[src/rtl/mem_clear_sequencer.sv]
// Zero-clear sequencer: sweeps a shared clear address over the selected SRAM
// banks, then the selected L0 buffers. It queues requests that arrive during a
// sweep and pulses Done once a whole batch of requests has been cleared.
module mem_clear_sequencer #(
  parameter int Nums_SRAM_In  = 2,
  parameter int Nums_SRAM_Out = 1,
  parameter int Nums_SRAM     = Nums_SRAM_In + Nums_SRAM_Out,
  parameter int Nums_L0_In    = 2,
  parameter int Nums_L0_Out   = 1,
  parameter int Nums_L0       = Nums_L0_In + Nums_L0_Out,
  parameter int SRAM_Depth    = 16,
  parameter int L0_Depth      = 4,
  parameter int Addr_Width    = $clog2((SRAM_Depth > L0_Depth) ? SRAM_Depth : L0_Depth)
) (
  input  logic                  clk,
  input  logic                  Reset_n,
  input  logic                  Mem_Reset,
  input  logic                  L0_Reset,
  input  logic [Nums_SRAM-1:0]  Mem_Mask,
  input  logic [Nums_L0-1:0]    L0_Mask,
  output logic [Nums_SRAM-1:0]  Mem_Clear,
  output logic [Nums_L0-1:0]    L0_Clear,
  output logic [Addr_Width-1:0] Clear_Addr,
  output logic                  Busy,
  output logic                  Datapath_Hold,
  output logic                  Done
);

  typedef enum logic [1:0] {IDLE, MEM_SWEEP, L0_SWEEP, DONE} state_t;

  localparam logic [Addr_Width-1:0] Mem_Last = Addr_Width'(SRAM_Depth - 1);
  localparam logic [Addr_Width-1:0] L0_Last  = Addr_Width'(L0_Depth - 1);

  state_t                state, state_n;
  logic [Addr_Width-1:0] addr, addr_n;
  logic [Nums_SRAM-1:0]  mem_mask_q, mem_mask_n;
  logic [Nums_L0-1:0]    l0_mask_q, l0_mask_n;
  logic                  pend_mem, pend_l0, pend_mem_n, pend_l0_n;
  logic                  enter_mem, enter_l0;

  // State, sweep address, captured masks and pending flags
  always_ff @(posedge clk or negedge Reset_n) begin
    if (!Reset_n) begin
      state      <= IDLE;
      addr       <= '0;
      mem_mask_q <= '0;
      l0_mask_q  <= '0;
      pend_mem   <= 1'b0;
      pend_l0    <= 1'b0;
    end else begin
      state      <= state_n;
      addr       <= addr_n;
      mem_mask_q <= mem_mask_n;
      l0_mask_q  <= l0_mask_n;
      pend_mem   <= pend_mem_n;
      pend_l0    <= pend_l0_n;
    end
  end

  // Next state: at the end of a phase the other pending phase is preferred,
  // then a repeat of the same phase, so a batch ends with a single Done
  always_comb begin
    state_n    = state;
    addr_n     = addr;
    mem_mask_n = mem_mask_q;
    l0_mask_n  = l0_mask_q;
    enter_mem  = 1'b0;
    enter_l0   = 1'b0;
    case (state)
      MEM_SWEEP: begin
        if (addr == Mem_Last) begin
          if (pend_l0)       enter_l0  = 1'b1;
          else if (pend_mem) enter_mem = 1'b1;
          else begin
            state_n = DONE;
            addr_n  = '0;
          end
        end else addr_n = addr + 1'b1;
      end
      L0_SWEEP: begin
        if (addr == L0_Last) begin
          if (pend_mem)     enter_mem = 1'b1;
          else if (pend_l0) enter_l0  = 1'b1;
          else begin
            state_n = DONE;
            addr_n  = '0;
          end
        end else addr_n = addr + 1'b1;
      end
      default: begin
        if (pend_mem)     enter_mem = 1'b1;
        else if (pend_l0) enter_l0  = 1'b1;
        else              state_n   = IDLE;
      end
    endcase
    if (enter_mem) begin
      state_n    = MEM_SWEEP;
      addr_n     = '0;
      mem_mask_n = Mem_Mask;
    end
    if (enter_l0) begin
      state_n   = L0_SWEEP;
      addr_n    = '0;
      l0_mask_n = L0_Mask;
    end
    // A request seen on the entry cycle re-arms the flag so the phase repeats
    pend_mem_n = Mem_Reset | (pend_mem & ~enter_mem);
    pend_l0_n  = L0_Reset  | (pend_l0  & ~enter_l0);
  end

  // Outputs decode flops only; Busy drops in the Done cycle when nothing waits
  always_comb begin
    Mem_Clear     = (state == MEM_SWEEP) ? mem_mask_q : '0;
    L0_Clear      = (state == L0_SWEEP)  ? l0_mask_q  : '0;
    Clear_Addr    = addr;
    Done          = (state == DONE);
    Busy          = (state == MEM_SWEEP) || (state == L0_SWEEP) || pend_mem || pend_l0;
    Datapath_Hold = Busy;
  end

endmodule

[config.mk]
export PLATFORM = sky130hd
export DESIGN_NAME = mem_clear_sequencer
export DESIGN_NICKNAME = d
export VERILOG_FILES = /design/src/rtl/mem_clear_sequencer.sv
export SDC_FILE = /design/constraint.sdc
export NUM_CORES = 1
export LEC_CHECK = 0
export ABC_AREA = 1
export CORE_MARGIN = 3
export CORE_UTILIZATION = 47
export CTS_CLUSTER_DIAMETER = 40
export DETAILED_ROUTE_END_ITERATION = 8
export PLACE_DENSITY = 0.78
export RECOVER_POWER = 50
export SLEW_MARGIN = 20
export SYNTH_ARGS = -nofsm -noshare
export SYNTH_HDL_FRONTEND = slang
export SYNTH_SLANG_ARGS = --single-unit
[constraint.sdc]
create_clock -name clk -period 1.71 [get_ports clk]
set_input_delay 0.2565 -clock clk [delete_from_list [all_inputs] [get_ports clk]]
set_output_delay 0.2565 -clock clk [all_outputs]
set_load 0.01 [all_outputs]
# Word-level counts from Yosys, hierarchy flattened
# Index checks and enable logic that the tools add are counted.
# W data, S select, Z words.
# totals
in_bits,10
rom_bits,0
latch_bits,0
reg_bits,14
memories,0
ramBits,0
# classes
mul,0
n_addsub,1
n_lt_le_gt_ge,0
shifts,0
n_mux,32
n_reduce_logical,6
n_bitwise,6
div,0
n_eq_ne,13
# op_table
cell,count
$mux W4,8
$mux W2,10
$ne A5 B5 Y1 const B,4
$mux W1,8
$ne A4 B4 Y1 const B,2
$pmux W4 S2,1
$mux W3,2
$ne A3 B1 Y1 const B,2
$reduce_and A5 Y1,1
$add A4 B1 Y4 const B,1
$eq A2 B2 Y1 const B,2
$eq A4 B2 Y1 const B,1
$eq A4 B4 Y1 const B,1
$pmux W1 S2,2
$pmux W2 S2,1
$reduce_and A4 Y1,1
$reduce_bool A4 Y1,1
$logic_or A1 B1 Y1,3
$and A1 B1 Y1,2
$eq A2 B1 Y1 const B,1
$not A1 Y1,2
$or A1 B1 Y1,2

# Depth between registers and ports, before layout
# logic_depth
ltp_word,7
ltp_mapped,10
ltp_nobuf,10

# Worst setup path before layout
# Ideal clock, no wire load.
# synth_path
kind,register -> output
startpoint,reg state[0]
endpoint,out Datapath_Hold
t_required_ps,1454
t_arrival_ps,1278
path_stages_with_launch,7
path_slack_ps,176
path_cell_list,dfrtp_1 > inv_1 > ha_1 > nand2_2 > nor2_1 > inv_1 > buf_4
# synth_via
elab_chain_len,4
elab_cells_between_ends,5
cone_classes,eq/ne (2); reduce/logical (3)
# synth_lines
element,line_no,source
start: declaration,34,"state_t state, state_n;"
start signal: assignment,51,state <= state_n;
$eq A2 B1 Y1 / $eq A2 B2 Y1 (equally long branches),117,Busy = (state == MEM_SWEEP) || (state == L0_SWEEP) || pend_mem || pend_l0;
$logic_or A1 B1 Y1 (*) (3 in series),117,
end: declaration,25,"output logic Datapath_Hold,"
# Every way passes the cells marked *; elsewhere a longest branch is shown, timed or not.

# Worst setup path after layout
# layout_path
startpoint,reg state[1]
endpoint,out Datapath_Hold
# Same word-level chain as after synthesis.

==> key figures <==
Drt
  – Via density per instance: 4.971
  – WL/cell: 12.17 um
  – Initial DRC Count: 18
  – DRC Markers: 0
  – Routed WL: 2.081 mm
  – Via Count: 850
  – Drt pass-1 iters: 4
  – Post-route ant nets: 0

Logic synthesis
  – Cell Area, Synth: 879.6 um2
  – Cell taking the most area after synthesis: dfrtp_1
  – Top_reg_cell synth: dfrtp_1
  – Number of synthesis warnings: 0
  – Yosys cell types: 23
  – Register bit total from synthesis: 14
  – Async SR Flop Fraction: 100.0%
  – Cells after Synth: 112
  – Syn Area/Cell: 7.854 um2
  – Commonest cells post-synth: nand2_1 (34), inv_1 (16), dfrtp_1 (14)
  – Number of synthesized flops with an enable pin: 0
  – Synth top area cells: dfrtp_1 (40%), nand2_1 (15%), inv_1 (6.8%)
  – Syn Nets: 126
  – Most frequent cell after synthesis: nand2_1
  – Synth top area share: 39.83%
  – Seq/Total Area, Yosys: 39.83%

Place
  – Placed Area: 0.001186 mm2
  – IO Port Bufs: 22
  – GP Congestion: 0.7965
  – Detail Placement HPWL: 1.575 mm

Pwr
  – PD cells: 1727 mW/mm2
  – Peak supply drop: 0.9895 mV
  – Leak: 0.6594 nW
  – Pwr Total: 0.002109 W

Timing
  – Maximum clock rate: 613.1 MHz
  – # setup viols final: 0
  – Min Tclk post-route: 1.631 ns
  – Final hold violation count: 0
  – Clk_skew: 0.01404 ns
  – Unrepaired setup endpoints after global routing: no
  – Fin. max-slew vios: 0
  – Rel. slew slack: 48.74%
  – Final Hold Slack: 0.4733 ns
  – Worst-Margin Slew: 0.7689 ns
  – Period Utilization, post-route: 95.39%
  – Final TNS setup: 0 ns

Floorplan
  – Die area: 0.002427 mm2
  – Initial Util: 50.39%
  – Cell row count: 15
  – Die W: 49.26 um
  – Die Y-Extent: 49.26 um
  – Io pins: 23
  – Placeable core area: 0.001745 mm2

Layout
  – Filler cell count: 156
  – Final Util: 69.96%
  – Layout cells sized above 1: 24.66%
  – Syn-to-layout area delta: 38.83%
  – Nets: 161
  – Design area: 0.001221 mm2
  – Ant diodes: 0

Setup path
  – Slowest Stage Delay on Critical Path: 0.43 ns
  – Startpoint type of the worst setup path: flop
  – Arr. time, crit path: 1.37 ns
  – Crit-path cells: ha_4, nand2_2, nor2_4, inv_2, buf_2
  – CP startpoint: state[1]
  – Worst r2r src: state[1]
  – Crit Path Max Fanout: 3
  – Slowest cell on the critical path: dfrtp_1
  – CP endpoint kind: output pin
  – Crit Path Class: flop to output pin
  – Critical path data required time: 1.45 ns

Clocking
  – CTS tree: yes
  – Clock latency on the worst-skew pair: 0.29 ns
  – Clock buffer count from CTS: 3
  – Clk pin slew, worst setup/hold paths: 0.09 ns
  – Clock buffer depth: 2
  – Max H-tree Level: 1
  – # hold bufs at CTS: 0
  – Clock Tree Root: clkbuf_4
  – CTS sink cnt: 14

Global routing
  – Grt ovf: 0
  – GRT Overall Usage: 19.61%
  – Pin count of the biggest net entering global routing: 15
  – Initial antenna violation count: 0
  – Vias in the first global route: 898
  – First-pass GRT wire length: 3.760 mm

Run status
  – Outcome: finished clean

Min path
  – Worst Hold Launch: l0_mask_q[1]
  – Hold WC Path Type: flop to flop

Flow run
  – Max capacitance violation total: 0
[critical path: cells and delay by family, from the launching register on]
family	cells	cell delay [ns]
DFF	1	0.43
adders and majority gates	1	0.29
and+or+nand+nor	2	0.19
buffers and inverters	2	0.18
[cells in the final DEF (no fill, tap or decap), types with 2 or more instances in the layout]
master and count:
nand4_1 4, ha_4 2, buf_2 2, o21ai_1 2, dlygate4sd2_1 4, nor2_1 5, ha_1 2, nand3_2 5
o21bai_1 2, nor2_4 2, clkdlybuf4s50_1 10, dlygate4sd3_1 3, clkbuf_2 3, nand3_1 10, nand2_1 34, inv_2 2
inv_1 15, dfrtp_1 14, nand2_4 2, buf_4 9, clkbuf_4 3, nand2_2 3
[logic make-up (layout without fill, tap and decap cells)]
logic type      after synthesis  in the layout  synth area share (%)
fa+ha+maj                     4              4                 5.690
xor+xnor                      1              1                0.9959
compound gates                8              8                 5.974
flops                        14             14                 39.83
buf+inv                      19             53                 8.677
simple gates                 66             66                 38.83
[path summary, 6_finish.rpt]
kind / end / slack (ns) / depth (start not counted)
max reg2reg: state[0] / 0.10 / 10
max: Datapath_Hold / 0.08 / 5
min in group asynchronous: Clear_Addr[2] / 0.55 / 2
max in group asynchronous: Clear_Addr[3] / 0.67 / 2
min reg2reg: l0_mask_q[1] / 0.47 / 2
min: l0_mask_q[1] / 0.47 / 2
[where the power goes]
group | internal [W] | switching, W | total, W
combinational | 0.000528 | 0.000739 | 0.00127
clock | 0.000130 | 0.000108 | 0.000238
sequential | 0.000486 | 0.000118 | 0.000604
total | 0.00114 | 0.000965 | 0.00211
[per-stage QoR]
stage | instances | setup slack [ns]
after floorplan | 112 | 0.1756
after global placement | 166 | 0.03846
after detailed placement | 166 | -0.001756
after CTS | 171 | 0.004657
after global routing | 171 | 0.0006756
final | 171 | 0.07888
[timing repair]
action                     CTS  global route
gates resized for setup     21             6
setup endpoints to repair    9             5
setup buffers                1             0
pin swaps                    1             1
[flip-flops by register name (all words and copies together) (netlist names)]
register	count
pend_l0	1
state	2
l0_mask_q	3
Clear_Addr	4
pend_mem	1
mem_mask_q	3
[layer usage]
metal,GRT usage (%),share of wire [%],up-vias,wire (um)
met5,0,0,-,0
met4,4.739,1.3,0,27
met3,5.199,5.3,4,111
met2,35.04,51,25,1062
met1,22.99,42,400,880
li1,-,-,421,-
[final cells by class]
class	count	area (um2)	share of cell area, %
clock buffers	4	36.28	2.971
flip-flops and latches	14	350.3	28.69
multi-input cells	79	478.0	39.14
well taps	25	31.28	2.561
inverters	17	63.81	5.225
repair buffers	32	261.5	21.41
Power figures use the tool's default switching activity.
==> patch, RTL diff (same settings) <==
Make the reset (`Reset_n`) synchronous in one clocked block.
--- a/src/rtl/mem_clear_sequencer.sv
+++ b/src/rtl/mem_clear_sequencer.sv
@@ -39,7 +39,7 @@
   logic                  enter_mem, enter_l0;
 
   // State, sweep address, captured masks and pending flags
-  always_ff @(posedge clk or negedge Reset_n) begin
+  always_ff @(posedge clk) begin
     if (!Reset_n) begin
       state      <= IDLE;
       addr       <= '0;
Check against the original RTL: differs if Reset_n is asserted again (counterexample within 4 cycles, from zero or initial values and one cycle with Reset_n low); with Reset_n held inactive, the same outputs for 10 cycles.
==> patch against the unedited design <==
Wire length grew 3.6%; cell area grew 3.9%; global-route usage shrank 1.0 points; register-to-register slack gained 0.03 ns; sequential cell count is the same; power shrank 19%; synthesized cell count grew 21%; setup slack lost 0.022 ns; area after synthesis grew 8.7%; critical path type unchanged; largest power group unchanged; highest routed layer unchanged.
==> patch: results (changes against the unedited design) <==
| Metric | Value |
|---|---|
| Comb_multi_in | `99 (+25%)` |
| Hold wc startpoint | `mem_mask_q[0]` |
| Total leakage power | `0.570 nW (-14%)` |
| DR iter-0 viols | `33 (+15)` |
| Routability-driven placement congestion ratio | `0.858 (+7.7%)` |
| Combinational gate power | `0.000982 W (-23%)` |
| Combined global-route utilization of all metal layers | `0.186 (-0.00997)` |
| Non-clock buffer contribution to total cell area | `0.183 (-0.0307)` |
| Post-route clock skew | `0.00413 ns (-0.00991 ns)` |
| Slew margin rel. | `0.787 (+0.300)` |
| Worst reg2reg startpoint | `state[1]` |
| Routed vias | `946 (+11%)` |
| Ranking of synthesized cells by instance count | `nand2_1, inv_1, nand3_1, dfxtp_1, nor2_1` |
| Detailed placement HPWL | `1710 um (+8.6%)` |
| Worst reg2reg path depth | `9 (-1)` |
| Via count of the first global-routing pass | `919 (+2.3%)` |
| Slowest library cell on the worst path | `clkdlybuf4s50_1` |
| CP top delay family | `buffers and inverters` |
| Count of inverters not on the clock network in the layout | `19 (+2)` |
| Sequential element share of the synthesized area | `0.293 (-0.105)` |
| Sequential share of cell area | `0.225 (-0.0620)` |
| Xor-xnor portion of the synthesized cell area | `0.00916 (-0.000795)` |
| Cell total after placement | `181 (+9.0%)` |
| Fin Hold WS | `0.474 ns (+0.000228 ns)` |
| Crit-path max FO | `8 (+5)` |
| Data arrival time at the worst-slack endpoint | `1.40 ns (+0.03 ns)` |
| Destination of the critical timing path | `Clear_Addr[2]` |
| Compound-cell area share of the yosys netlist | `0.107 (+0.0476)` |
| Average wire per standard cell | `11.6 um (-4.8%)` |
| Total nets after synthesis | `150 (+19%)` |
| Critical path launch point | `Clear_Addr[2]` |
| Net Sw Frac | `0.452 (-0.00610)` |
| Share of final-layout standard cells stronger than drive strength 1 | `0.248 (+0.00187)` |
| Instance count of the mapped netlist | `136 (+21%)` |
| Async set-reset flop share out of synthesis | `0 (-1.00)` |
| Routed via count divided by cell count | `5.09 (+2.3%)` |
| Worst IR Drop VDD | `937 uV (-5.3%)` |
| Worst r2r dst | `Clear_Addr[2]` |
| Result of the run | `finished clean` |
==> patch: cell count changes in the layout (fill, tap and decap cells not counted), sizes merged, moves of 3 or more <==
cell / delta
a21oi: +12
buf: -8
clkbuf: -4
dfrtp: -14
dfxtp: +14
dlygate4sd2: +4
nand3: +4
nand4: -3
nor2: +12
o21ai: -3
==> patch: stage by stage <==
stage,area [sq um],power [W],setup WS (ns)
2_1_floorplan,956,0.00115,0.214
3_3_place_gp,1190,0.00139,0.0837
3_5_place_dp,1190,0.00141,0.0563
4_1_cts,1260,0.00170,0.0510
5_1_grt,1270,0.00183,0.000365
6_report,1270,0.00171,0.0572
==> patch: per-layer routing <==
metal,vias up,wire length [um],GRT usage
li1,478,-,-
met2,28,1070,0.337
met3,5,106,0.0321
met4,0,31,0.0852
met1,435,943,0.209
met5,-,0,0
==> patch: repair_timing <==
item | in CTS | in global routing
pin swaps | 0 | 0
endpoints found under the setup margin | 9 | 10
gates resized for setup | 16 | 3
setup buffers | 1 | 0
